===== config.mk =====
export PLATFORM = sky130hd
export DESIGN_NAME = pkt_router
export DESIGN_NICKNAME = d
export VERILOG_FILES = /design/src/rtl/pkt_router_pkg.sv /design/src/rtl/pkt_router_lookup.sv /design/src/rtl/pkt_router.sv
export SDC_FILE = /design/constraint.sdc
export NUM_CORES = 1
export LEC_CHECK = 0
export CAP_MARGIN = 5
export CORE_AREA = 4 4 681 683
export CTS_CLUSTER_DIAMETER = 150
export DETAILED_ROUTE_END_ITERATION = 7
export DIE_AREA = 0 0 685 687
export GPL_ROUTABILITY_DRIVEN = 0
export PLACE_DENSITY = 0.3
export SYNTH_ARGS = -nofsm -noshare
export SYNTH_HDL_FRONTEND = slang
export SYNTH_SLANG_ARGS = --single-unit

===== constraint.sdc =====
create_clock -name clk -period 5.49 [get_ports clk]
set_clock_uncertainty 0.2 [all_clocks]
set_input_delay 1.3725 -clock clk [delete_from_list [all_inputs] [get_ports clk]]
set_output_delay 1.3725 -clock clk [all_outputs]
set_load 0.005 [all_outputs]

===== src/rtl/pkt_router_pkg.sv =====
// Shared defaults and types for the packet router and its lookup table.
package pkt_router_pkg;

  localparam int PACKET_BITS  = 72;
  localparam int KEY_LSB      = 8;
  localparam int NUM_CHANNELS = 8;
  localparam int NUM_RREGS    = 16;
  localparam int ROUTE_BITS   = $clog2(NUM_CHANNELS);

  typedef logic [31:0]           key_t;
  typedef logic [ROUTE_BITS-1:0] route_t;

  // Bit positions inside rt_cnt_out
  localparam int RT_CNT_SENT = 0;
  localparam int RT_CNT_DROP = 1;

endpackage


===== src/rtl/pkt_router_lookup.sv =====
// Combinational priority match of a packet key against the key/mask/route table.
module pkt_router_lookup
  import pkt_router_pkg::*;
#(
  parameter int NUM_RREGS = 16,
  parameter int RB        = 3
) (
  input  key_t                         key,
  input  logic [NUM_RREGS-1:0][31:0]   tbl_key,
  input  logic [NUM_RREGS-1:0][31:0]   tbl_mask,
  input  logic [NUM_RREGS-1:0][RB-1:0] tbl_route,
  output logic                         hit,
  output logic [RB-1:0]                route
);

  // Scan from the top so the lowest matching index is written last and wins.
  always_comb begin
    hit   = 1'b0;
    route = '0;
    for (int i = NUM_RREGS - 1; i >= 0; i--) begin
      if ((key & tbl_mask[i]) == tbl_key[i]) begin
        hit   = 1'b1;
        route = tbl_route[i];
      end
    end
  end

endmodule


===== src/rtl/pkt_router.sv =====
// Two-stage multicast packet router with table lookup and output-wait drop timer.
// PKT_ROUTER_DROP_EN enables the timeout drop; without it S2 holds until accepted.
module pkt_router
  import pkt_router_pkg::*;
#(
  parameter int PACKET_BITS  = pkt_router_pkg::PACKET_BITS,
  parameter int NUM_RREGS    = pkt_router_pkg::NUM_RREGS,
  parameter int KEY_LSB      = pkt_router_pkg::KEY_LSB,
  parameter int NUM_CHANNELS = pkt_router_pkg::NUM_CHANNELS,
  localparam int RB          = $clog2(NUM_CHANNELS)
) (
  input  logic                                     clk,
  input  logic                                     reset,
  input  logic [31:0]                              drop_wait_in,
  input  logic [NUM_RREGS-1:0][31:0]               reg_key_in,
  input  logic [NUM_RREGS-1:0][31:0]               reg_mask_in,
  input  logic [NUM_RREGS-1:0][RB-1:0]             reg_route_in,
  input  logic [PACKET_BITS-1:0]                   pkt_in_data_in,
  input  logic                                     pkt_in_vld_in,
  output logic                                     pkt_in_rdy_out,
  output logic [NUM_CHANNELS-1:0][PACKET_BITS-1:0] pkt_out_data_out,
  output logic [NUM_CHANNELS-1:0]                  pkt_out_vld_out,
  input  logic [NUM_CHANNELS-1:0]                  pkt_out_rdy_in,
  output logic [1:0]                               rt_cnt_out
);

  logic                   s1_vld, s1_hit, s2_vld, s2_hit;
  logic [PACKET_BITS-1:0] s1_data, s2_data;
  logic [RB-1:0]          s1_route, s2_route;
  logic                   lk_hit;
  logic [RB-1:0]          lk_route;
  key_t                   key;
  logic                   s2_rdy, s2_sent, s2_timeout, s2_drop, s2_done;
  logic                   s1_adv, in_xfer;

  assign key = pkt_in_data_in[KEY_LSB +: 32];

  pkt_router_lookup #(
    .NUM_RREGS (NUM_RREGS),
    .RB        (RB)
  ) u_lookup (
    .key       (key),
    .tbl_key   (reg_key_in),
    .tbl_mask  (reg_mask_in),
    .tbl_route (reg_route_in),
    .hit       (lk_hit),
    .route     (lk_route)
  );

  assign s2_rdy  = pkt_out_rdy_in[s2_route];
  assign s2_sent = s2_vld && s2_hit && s2_rdy;

`ifdef PKT_ROUTER_DROP_EN
  logic [31:0] wait_cnt;
  logic        s2_stall;

  assign s2_stall   = s2_vld && s2_hit && !s2_rdy;
  assign s2_timeout = s2_stall && (wait_cnt == drop_wait_in);

  // Cleared on every S2 load, so a timeout (which also advances S1) restarts it.
  always_ff @(posedge clk or negedge reset) begin
    if (!reset) begin
      wait_cnt <= '0;
    end else if (s1_adv) begin
      wait_cnt <= '0;
    end else if (s2_stall) begin
      wait_cnt <= wait_cnt + 32'd1;
    end
  end
`else
  logic unused_drop_wait;

  assign s2_timeout       = 1'b0;
  assign unused_drop_wait = ^drop_wait_in;
`endif

  assign s2_drop        = (s2_vld && !s2_hit) || s2_timeout;
  assign s2_done        = s2_sent || s2_drop;
  assign s1_adv         = !s2_vld || s2_done;
  assign pkt_in_rdy_out = !s1_vld || s1_adv;
  assign in_xfer        = pkt_in_vld_in && pkt_in_rdy_out;

  always_ff @(posedge clk or negedge reset) begin
    if (!reset) begin
      s1_vld   <= 1'b0;
      s1_hit   <= 1'b0;
      s1_route <= '0;
      s1_data  <= '0;
    end else if (in_xfer) begin
      s1_vld   <= 1'b1;
      s1_hit   <= lk_hit;
      s1_route <= lk_route;
      s1_data  <= pkt_in_data_in;
    end else if (s1_adv) begin
      s1_vld   <= 1'b0;
    end
  end

  always_ff @(posedge clk or negedge reset) begin
    if (!reset) begin
      s2_vld   <= 1'b0;
      s2_hit   <= 1'b0;
      s2_route <= '0;
      s2_data  <= '0;
    end else if (s1_adv) begin
      s2_vld   <= s1_vld;
      s2_hit   <= s1_hit;
      s2_route <= s1_route;
      s2_data  <= s1_data;
    end
  end

  always_ff @(posedge clk or negedge reset) begin
    if (!reset) begin
      rt_cnt_out <= '0;
    end else begin
      rt_cnt_out[RT_CNT_SENT] <= s2_sent;
      rt_cnt_out[RT_CNT_DROP] <= s2_drop;
    end
  end

  // Every channel sees the S2 packet; only the routed channel gets valid.
  always_comb begin
    pkt_out_vld_out  = '0;
    pkt_out_data_out = '0;
    for (int c = 0; c < NUM_CHANNELS; c++) begin
      pkt_out_vld_out[c]  = s2_vld && s2_hit && (s2_route == RB'(c));
      pkt_out_data_out[c] = s2_data;
    end
  end

endmodule


==> results.sh, run 1 <==
export IMPL_drive_above_1_share_pct=7.51
export IMPL_synth_edf_count=0
export IMPL_dieHeight_um=687
export IMPL_multi_input_area_mm2=0.0117
export IMPL_dr_pass1_iters=6
export IMPL_cp_depth=6
export IMPL_placed_cell_area_mm2=0.0417
export IMPL_avgViaCountPerCell=2.81
export IMPL_worst_setup_path_end_kind="output pin"
export IMPL_setup_viol=0
export IMPL_cts_root_buf="clkbuf_16"
export IMPL_cp_max_fo=4
export IMPL_path_class="in2out"
export IMPL_syn_area_per_cell_um2=7.92
export IMPL_regArea_mm2=0.00391
export IMPL_syn_num_nets=3737
export IMPL_fin_tns_setup_ps=0
export IMPL_fin_area_mm2=0.0430
export IMPL_cp_required_ps=3920
export IMPL_p_int_uw=4400
export IMPL_power_frac_comb_pct=51.4
export IMPL_post_cts_buffers=0
export IMPL_clkSlewWorstSetupHoldPaths_ps=60
export IMPL_p_switching_uw=2520
export IMPL_seq_power_share_pct=25.3
export IMPL_min_path_cells=2
export IMPL_path_buf_inv=3
export IMPL_syn_area_mm2=0.0202
export IMPL_grt_max_degree=85
export IMPL_die_area_mm2=0.471
export IMPL_grt_pass1_vias=25700
export IMPL_cts_htree_levels=4
export IMPL_hpwl_um=342000
export IMPL_utilization_pct=9.38
export IMPL_crit_family="buffers and inverters"
export IMPL_yosysSeqAreaShare_pct=19.3
export IMPL_p_leak_uw=0.0159
export IMPL_worstMarginPinSlew_ps=1040
export IMPL_pin_count=1774
export IMPL_crit_arrival_ps=3140
export IMPL_detail_route_antenna_nets=0
export IMPL_grt_pass1_wl_um=433000
export IMPL_grt_overflow=0
export IMPL_ys_top_cells_by_area="buf_4 20%, dfrtp_1 19%, and3_1 7.4%, a21oi_1 6.2%, o22a_1 5.3%"
export IMPL_rsz0062_at_grt="false"
export IMPL_antenna_found_initial=579
export IMPL_cts_buffers=25
export IMPL_path_common_cell="buf_4"
export IMPL_status="completed"
export IMPL_initial_utilization_pct=4.40
export IMPL_hold_buffers=0
export IMPL_path_cells="clkdlybuf4s50_1 > mux4_2 > mux2i_1 > buf_4 > nand4_1 > buf_4"
export IMPL_fin_crit_ps=4710
export IMPL_hold_ws_ps=271
export IMPL_maxSlewHeadroom_pct=30.3
export IMPL_cts_path_max_buffers=3
export IMPL_start_kind="input pin"
export IMPL_cts_resized=0
export IMPL_core_mm2=0.458
export IMPL_synthArstFlopShare_pct=100
export IMPL_fmax_ghz=0.212
export IMPL_yosysTopAreaCellShare_pct=20.0
export IMPL_clkSinkCount=156
export IMPL_drt_wl_total_um=376000
export IMPL_clk_latency_ps=540
export IMPL_synth_seq_cells=156
export IMPL_clkPwrFrac_pct=23.4
export IMPL_fin_crit_sh_pct=85.9
export IMPL_maxSlewViolCount=0
export IMPL_final_net_count=4989
export IMPL_dieWidth_um=685
export IMPL_min_path_type="reg2reg"
export IMPL_synth_largest_area_cell="buf_4"
export IMPL_drc_errors=0
export IMPL_io_buffers=1741
export IMPL_cap_violations=0
export IMPL_wl_per_cell_um=37.0
export IMPL_hold_violations=0
export IMPL_route_vias_total=28500
export IMPL_p_sw_share_pct=36.4
export IMPL_critPathMaxStageDelay_ps=490
export IMPL_track_usage_pct=15.3
export IMPL_num_rows=249
export IMPL_synth_cells=2550
export IMPL_rr_worst_depth=8
export IMPL_syn2layout_area_growth_pct=113
export IMPL_ys_types=53
export IMPL_drt_iter0_drc=2409
export IMPL_ir_drop_mv=0.154
export IMPL_tritoncts="done"
export IMPL_nFillCells=53200
export IMPL_power_density_mw_per_mm2=161
export IMPL_synthFlopType="dfrtp_1"
export IMPL_crit_slowest_cell="mux4_2"
export IMPL_synth_warnings=0
-- metrics by stage --
stage                     setup WS [ps]  cells  power [uW]
after detailed placement            165   9924        5480
after CTS                           732   9956        7220
after global routing                621  10100        7330
after floorplan                    1690   2550        3000
final                               775  10200        6920
after global placement              145   9924        5460
-- layer usage --
metal / share of wire, % / up-vias / GRT usage (%)
li1: - / 11700 / -
met1: 35 / 13400 / 15.4
met2: 49 / 2227 / 27.2
met3: 12 / 933 / 8.01
met4: 4.1 / 266 / 4.52
met5: 0.47 / - / 0
-- worst paths after layout --
check	from	to	slack [ps]
max reg2reg	s2_route[0]	s1_data[33]	2260
max	pkt_out_rdy_in[7]	pkt_in_rdy_out	780
max in group asynchronous	reset	s2_route[0]	3300
min in group asynchronous	reset	s1_data[21]	690
min reg2reg	s1_data[40]	s1_data[40]	270
min	s1_data[40]	s1_data[40]	270
-- layout by cell type (no fill, tap or decap), types with 120 or more instances in the layout --
cell / n
and3_1: 240
diode_2: 196
dfrtp_1: 155
and3b_1: 120
nand2_1: 264
a21o_1: 120
a21oi_1: 250
nand3_1: 120
o22a_1: 121
clkdlybuf4s50_1: 1707
-- flip-flops by register name, indices dropped and copies added, names as in the netlist --
register    count
s1_route        3
s1_hit          1
s2_route        3
s2_data        72
s2_hit          1
rt_cnt_out      2
s1_data        72
s2_vld          1
s1_vld          1
-- cells by family (layout without fill, tap and decap cells) --
kind of cell	after synthesis	in the layout	synth area share (%)
other cells	0	196	0
mux	79	79	4.51
compound gates	757	757	25.9
xor+xnor	32	32	1.39
buf+inv	634	1891	22.9
flops	156	156	19.3
simple gates	892	892	25.9
-- synthesized netlist by cell type, drive strengths merged, types with 2 or more instances --
library cell and number:
buf 600, nand2 265, a21oi 250, and3 240, dfrtp 156, nand3 125
a211oi 121, o22a 121, a21boi 120, a21o 120, and3b 120, mux2 75
nand4 64, xnor2 32, clkbuf 26, nor4 25, nor2 13, nand2b 9
nor3 9, inv 8, o21ai 8, nor2b 7, a221o 4, nor3b 4
a221oi 3, o211ai 3, a2111oi 2, and2 2, mux2i 2, mux4 2
or2b 2, or3b 2
-- area by class of cell --
class | count | area share (%)
diodes | 196 | 1.14
clock inverters | 3 | 0.157
multi-input cells | 1760 | 27.3
well taps | 6149 | 17.9
flip-flops and latches | 156 | 9.09
inverters | 8 | 0.0699
repair buffers | 1851 | 42.8
clock buffers | 29 | 1.56
-- power by group through the flow --
stage | registers [uW] | logic [uW] | clock network (uW)
after global placement | 1820 | 3640 | 0
final | 1750 | 3560 | 1620
after global routing | 1810 | 3770 | 1740
after floorplan | 1490 | 1510 | 0
after detailed placement | 1840 | 3640 | 0
after CTS | 1810 | 3660 | 1750
-- worst reg2reg max path: stages, from the launching register on --
cell and delay (ps):
dfrtp_1 540, mux4_2 580, mux2i_1 150, buf_4 190
nand4_1 260, and2_4 430, buf_12 260, nand2_1 430
nand2_1 80
(Power assumes the default switching activity.)
==> inputs of run 2 (changes only) <==
--- a/config.mk
+++ b/config.mk
@@ -8,6 +8,7 @@
 export CAP_MARGIN = 5
 export CORE_AREA = 4 4 681 683
 export CTS_CLUSTER_DIAMETER = 150
+export CTS_CLUSTER_SIZE = 40
 export DETAILED_ROUTE_END_ITERATION = 7
 export DIE_AREA = 0 0 685 687
 export GPL_ROUTABILITY_DRIVEN = 0
==> results of run 2 <==
The final DEF is identical to that of run 1; final timing and power are the same.
==> inputs of run 3 (changes only) <==
--- a/config.mk
+++ b/config.mk
@@ -13,6 +13,8 @@
 export DIE_AREA = 0 0 685 687
 export GPL_ROUTABILITY_DRIVEN = 0
 export PLACE_DENSITY = 0.3
+export SKIP_LAST_GASP = 1
+export SLEW_MARGIN = 5
 export SYNTH_ARGS = -nofsm -noshare
 export SYNTH_HDL_FRONTEND = slang
 export SYNTH_SLANG_ARGS = --single-unit
==> results of run 3 <==
The final DEF is identical to that of run 1; final timing and power are the same.
